--- config.mk ---
export PLATFORM = sky130hd
export DESIGN_NAME = fft_seq_ctrl
export DESIGN_NICKNAME = d
export VERILOG_FILES = /design/src/rtl/fft_pkg.sv /design/src/rtl/fft_addr_gen.sv /design/src/rtl/fft_seq_ctrl.sv
export SDC_FILE = /design/constraint.sdc
export NUM_CORES = 1
export LEC_CHECK = 0
export ABC_AREA = 1
export BUFFER_PORTS_ARGS = -buffer_cell sky130_fd_sc_hd__buf_2
export CORE_ASPECT_RATIO = 0.75
export CORE_MARGIN = 5
export CORE_UTILIZATION = 49
export CTS_CLUSTER_DIAMETER = 50
export DETAILED_ROUTE_END_ITERATION = 8
export PLACE_DENSITY = 0.87
export SETUP_SLACK_MARGIN = 0.4
export SYNTH_ARGS = -nofsm -noshare
export SYNTH_HDL_FRONTEND = slang
export SYNTH_SLANG_ARGS = --single-unit
--- constraint.sdc ---
create_clock -name clk -period 1.49 [get_ports clk]
set_clock_uncertainty 0.05 [all_clocks]
set_input_delay 0.149 -clock clk [delete_from_list [all_inputs] [get_ports clk]]
set_output_delay 0.149 -clock clk [all_outputs]
set_load 0.005 [all_outputs]
--- src/rtl/fft_pkg.sv ---
// Shared constants and encodings for the 32-point radix-2 FFT sequencer.
package fft_pkg;

  localparam int ADDRSIZE  = 5;
  localparam int NUMADDR   = 32;
  localparam int NUMSTAGES = 5;
  localparam int WORDSIZE  = 16;

  // Stage encodings as driven on stage_num.
  localparam logic [2:0] STAGE0 = 3'b000;
  localparam logic [2:0] STAGE1 = 3'b001;
  localparam logic [2:0] STAGE2 = 3'b010;
  localparam logic [2:0] STAGE3 = 3'b011;
  localparam logic [2:0] STAGE4 = 3'b100;

  // Controller state encoding.
  localparam logic [1:0] S_IDLE  = 2'd0;
  localparam logic [1:0] S_ISSUE = 2'd1;
  localparam logic [1:0] S_DRAIN = 2'd2;
  localparam logic [1:0] S_DONE  = 2'd3;

  typedef logic [ADDRSIZE-1:0]  addr_t;
  typedef logic [NUMSTAGES-2:0] bf_idx_t;

endpackage

--- src/rtl/fft_addr_gen.sv ---
// Combinational butterfly address generator: (stage, k) -> operand pair and
// twiddle index. For stage s the operand pair is split by span = 2^s: the
// group number k>>s lands above the inserted span bit and the in-group
// offset j = k & (span-1) below it; b differs from a only in that bit.
module fft_addr_gen
  import fft_pkg::*;
(
  input  logic [2:0] stage,
  input  bf_idx_t    k,
  output addr_t      a,
  output addr_t      b,
  output addr_t      tw
);

  // Insert the span bit at position s and shift j up to form the twiddle index.
  always_comb begin
    a  = '0;
    b  = '0;
    tw = '0;
    case (stage)
      STAGE0: begin
        a  = {k, 1'b0};
        b  = {k, 1'b1};
        tw = '0;
      end
      STAGE1: begin
        a  = {k[3:1], 1'b0, k[0]};
        b  = {k[3:1], 1'b1, k[0]};
        tw = {1'b0, k[0], 3'b000};
      end
      STAGE2: begin
        a  = {k[3:2], 1'b0, k[1:0]};
        b  = {k[3:2], 1'b1, k[1:0]};
        tw = {1'b0, k[1:0], 2'b00};
      end
      STAGE3: begin
        a  = {k[3], 1'b0, k[2:0]};
        b  = {k[3], 1'b1, k[2:0]};
        tw = {1'b0, k[2:0], 1'b0};
      end
      STAGE4: begin
        a  = {1'b0, k};
        b  = {1'b1, k};
        tw = {1'b0, k};
      end
      default: begin
        a  = '0;
        b  = '0;
        tw = '0;
      end
    endcase
  end

endmodule

--- src/rtl/fft_seq_ctrl.sv ---
// Sequencer for the 32-point in-place FFT: walks 5 stages x 16 butterflies,
// drives the twiddle ROM and presents operand addresses aligned with ROM data.
//
// Handshake: an issue happens in any ISSUE cycle where bf_ready is high;
// rom_cs marks that cycle. One cycle later bf_valid is high with addr_a/addr_b
// and the ROM output; the consumer must take every bf_valid (no back-pressure
// after issue). Stalls (bf_ready low) hold all counters.
module fft_seq_ctrl
  import fft_pkg::*;
#(
  parameter int DRAIN_CYCLES = 4
)
(
  input  logic        clk,
  input  logic        rst,
  input  logic        start,
  input  logic        bf_ready,
  output logic        rom_cs,
  output addr_t       rom_addr,
  output addr_t       addr_a,
  output addr_t       addr_b,
  output logic        bf_valid,
  output logic [2:0]  stage_num,
  output bf_idx_t     bf_count,
  output logic        busy,
  output logic        done,
  output logic [1:0]  state_dbg
);

  localparam logic [7:0] DRAIN_LAST = 8'(DRAIN_CYCLES - 1);
  localparam bf_idx_t    K_LAST     = '1;

  logic [1:0] state;
  logic [2:0] stage;
  bf_idx_t    k;
  logic [7:0] drain_cnt;
  logic       issue;
  addr_t      gen_a;
  addr_t      gen_b;
  addr_t      gen_tw;

  fft_addr_gen u_addr_gen (
    .stage (stage),
    .k     (k),
    .a     (gen_a),
    .b     (gen_b),
    .tw    (gen_tw)
  );

  assign issue     = (state == S_ISSUE) && bf_ready;
  assign rom_cs    = issue;
  assign rom_addr  = issue ? gen_tw : '0;
  assign stage_num = stage;
  assign bf_count  = k;
  assign state_dbg = state;

  // Controller: stage/butterfly counters, drain gap and completion.
  always_ff @(posedge clk or posedge rst) begin
    if (rst) begin
      state     <= S_IDLE;
      stage     <= STAGE0;
      k         <= '0;
      drain_cnt <= '0;
      busy      <= 1'b0;
    end else begin
      case (state)
        S_IDLE: begin
          if (start) begin
            state <= S_ISSUE;
            stage <= STAGE0;
            k     <= '0;
            busy  <= 1'b1;
          end
        end
        S_ISSUE: begin
          if (bf_ready) begin
            k <= k + 1'b1;
            if (k == K_LAST) begin
              state     <= S_DRAIN;
              drain_cnt <= '0;
            end
          end
        end
        S_DRAIN: begin
          if (drain_cnt == DRAIN_LAST) begin
            drain_cnt <= '0;
            if (stage == STAGE4) begin
              state <= S_DONE;
            end else begin
              stage <= stage + 3'd1;
              state <= S_ISSUE;
            end
          end else begin
            drain_cnt <= drain_cnt + 8'd1;
          end
        end
        S_DONE: begin
          state <= S_IDLE;
          stage <= STAGE0;
          busy  <= 1'b0;
        end
        default: state <= S_IDLE;
      endcase
    end
  end

  // Operand addresses captured on the issue edge; bf_valid lines up with ROM data.
  always_ff @(posedge clk or posedge rst) begin
    if (rst) begin
      addr_a   <= '0;
      addr_b   <= '0;
      bf_valid <= 1'b0;
      done     <= 1'b0;
    end else begin
      bf_valid <= issue;
      done     <= (state == S_DONE);
      if (issue) begin
        addr_a <= gen_a;
        addr_b <= gen_b;
      end
    end
  end

endmodule

==> flow_metrics.env <==
export IMPL_status="finished with violations"
export IMPL_failed_checks="DRC, setup timing"
export IMPL_min_period_ns=1.95
export IMPL_dp_cells=307
export IMPL_syn_area_um2=1730
export IMPL_path_clk_slew_ns=0.08
export IMPL_row_count=18
export IMPL_met1_length_um=3360
export IMPL_clk_insertion_delay_late_ns=0.31
export IMPL_critical_path_required_ns=1.29
export IMPL_grt_total_usage_pct=27.4
export IMPL_ys_top_cells_by_area="dfrtp_1 (44%), nand2_1 (17%), inv_1 (6.3%), ha_1 (5.8%), nand3_1 (4.9%)"
export IMPL_cp_end_kind="output pin"
export IMPL_num_nets_final=341
export IMPL_fin_ws_ns=-0.465
export IMPL_top_layer="met4"
export IMPL_diodes=0
export IMPL_yosys_most_used_dff="dfrtp_1"
export IMPL_place_area_um2=2060
export IMPL_grt_max_degree=31
export IMPL_reg2reg_to="addr_b[4]"
export IMPL_maxCapViolations=0
export IMPL_yosysTopAreaCell="dfrtp_1"
export IMPL_grt_pass1_vias=2075
export IMPL_start_util_pct=51.8
export IMPL_drcViolationCount=18
export IMPL_rsz0062_at_grt="yes"
export IMPL_place_congestion=0.900
export IMPL_crit_path_cell_trace="inv_2, ha_4, inv_2, nand2_2, o21ai_4, nand2_2, nand2_4, a31oi_1, buf_2"
export IMPL_io_buffers=30
export IMPL_fin_util_pct=93.8
export IMPL_fin_setup_tns_ns=-5.69
export IMPL_routed_wl_um=10100
export IMPL_netlist_instances=230
export IMPL_antenna_found_initial=0
export IMPL_clock_sinks=30
export IMPL_die_area_um2=4820
export IMPL_max_freq_mhz=512
export IMPL_h_tree_depth=2
export IMPL_hold_viol=0
export IMPL_crit_start="stage_num[1]"
export IMPL_yosysWarningCount=0
export IMPL_dp_hpwl_um=3200
export IMPL_cp_arrival_ns=1.76
export IMPL_vias_per_cell=7.03
export IMPL_dr_wl_met2_um=4130
export IMPL_cp_max_fo=4
export IMPL_cts_buffers=5
export IMPL_critical_path_class="register to output pin"
export IMPL_p_per_area_nw_per_um2=1890
export IMPL_finalCritPeriodShare_pct=131
export IMPL_avgSynthCellArea_um2=7.50
export IMPL_fin_cells=370
export IMPL_r2r_setup_slack_ns=-0.39
export IMPL_ys_types=28
export IMPL_cts_path_max_buffers=2
export IMPL_cpPeakStageDelay_ns=0.46
export IMPL_power_leakage_uw=0.00158
export IMPL_io_pins=32
export IMPL_grt_first_pass_wirelength_um=9900
export IMPL_drive_above_1_share_pct=55.2
export IMPL_synth_nets=242
export IMPL_tritoncts="done"
export IMPL_vias=2600
export IMPL_cts_root_buf="clkbuf_8"
export IMPL_coreArea_um2=3330
export IMPL_firstDrtPassIters=9
export IMPL_die_w_um=78.5
export IMPL_syn2layout_area_growth_pct=81.3
export IMPL_r2r_start="stage_num[1]"
export IMPL_drtIter0Drc=577
export IMPL_hold_path_class="input port to register"
export IMPL_peakVddDrop_mv=1.74
export IMPL_synthArstFlopShare_pct=100
export IMPL_r2r_cells=9
export IMPL_ys_ff_latch=30
export IMPL_setup_viol=26
export IMPL_detail_route_antenna_nets=0
export IMPL_cp_slowest_cell="dfrtp_2"
export IMPL_wire_per_inst_um=27.3
export IMPL_drv_slew=0
export IMPL_total_power_uw=5900
export IMPL_design_area_um2=3130
export IMPL_yosysSeqAreaShare_pct=43.5
export IMPL_overflow=0
export IMPL_endpoint="rom_addr[3]"
export IMPL_wl_met3_um=1610
export IMPL_synth_top_area_share_pct=43.5
export IMPL_chipHeight_um=61.4
export IMPL_critPathLaunchType="register"
export IMPL_synth_edf_count=0
-- power by group --
group / internal (uW) / switching, uW
Clock: 714 / 381
Sequential: 1080 / 264
Combinational: 1450 / 2010
-- area by class of cell --
class	instances	area, um2
flip-flops and latches	30	762
multi-input cells	168	1230
fillers	86	205
clock buffers	6	82.6
inverters	30	135
well taps	40	50.0
repair buffers	94	808
clock inverters	2	60.1
-- layout by cell type, fill, tap and decap left out, types with 5 or more instances in the layout --
| cell | n |
|---|---|
| buf_2 | 22 |
| buf_4 | 40 |
| buf_6 | 26 |
| clkbuf_8 | 6 |
| dfrtp_1 | 21 |
| dfrtp_2 | 9 |
| ha_4 | 6 |
| inv_1 | 17 |
| inv_2 | 7 |
| nand2_1 | 58 |
| nand2_2 | 12 |
| nand2_4 | 9 |
| nand3_1 | 12 |
| nor2_1 | 12 |
| nor2_4 | 5 |
| o21ai_1 | 7 |
| o21ai_4 | 5 |
-- timing repair --
action | 4_1_cts | 5_1_grt
cloned | 0 | 0
buffers inserted | 27 | 27
pin swaps | 25 | 25
endpoints found under the hold margin | 30 | 0
gates resized for setup | 64 | 65
hold buffers | 1 | 0
endpoints found under the setup margin | 40 | 42
-- registers in the layout (all words and copies together), names as in the netlist --
register / count
done: 1
stage_num: 3
busy: 1
bf_count: 4
addr_b: 5
drain_cnt: 8
bf_valid: 1
addr_a: 5
state_dbg: 2
-- critical path, delay by kind of cell (launching register included) --
kind / cells / cell delay [ns]
compound gates: 2 / 0.24
simple gates: 3 / 0.23
buf+inv: 3 / 0.32
flops: 1 / 0.46
fa+ha+maj: 1 / 0.19
-- stage by stage --
step,setup slack [ns],hold slack (ns)
after CTS,-0.256,0.132
final,-0.465,0.133
after detailed placement,-0.0288,0.206
after global routing,-0.475,0.143
after floorplan,0.149,0.190
after global placement,0.0228,0.194
-- cell usage after synthesis, types with 2 or more instances --
cell type / number
o21ai_2: 2
o21ai_0: 17
nand2_2: 2
inv_1: 29
nand3_1: 17
a31oi_1: 4
nand4_1: 4
a21oi_1: 3
nand2_1: 78
xor2_1: 2
dfrtp_1: 30
o22ai_1: 2
nor2_1: 18
ha_1: 8
-- kinds of logic (layout without fill, tap and decap cells) --
logic type      after synthesis  count (layout)  synth area share, %
xor+xnor                      3               3                 1.52
compound gates               31              31                 10.4
fa+ha+maj                     8               8                 5.80
flops                        30              30                 43.5
buf+inv                      32             132                 7.61
simple gates                125             125                 31.0
other cells                   1               1                0.217
-- per-layer routing --
layer  global-route usage, %  vias to the layer above
li1                        -                      933
met1                    32.0                     1172
met2                    48.1                      345
met3                    5.85                      150
met4                    16.0                        0
met5                       0                        -
-- worst min path at each step --
stage,end,slack (ns),start,cells after the start
after floorplan,addr_a[0],0.19,rst,1
after global placement,drain_cnt[6],0.19,rst,3
after detailed placement,done,0.21,rst,3
after CTS,busy,0.13,start,3
after global routing,busy,0.14,start,3
final,busy,0.13,start,3
Note: power is estimated with default switching activity, not from simulation.
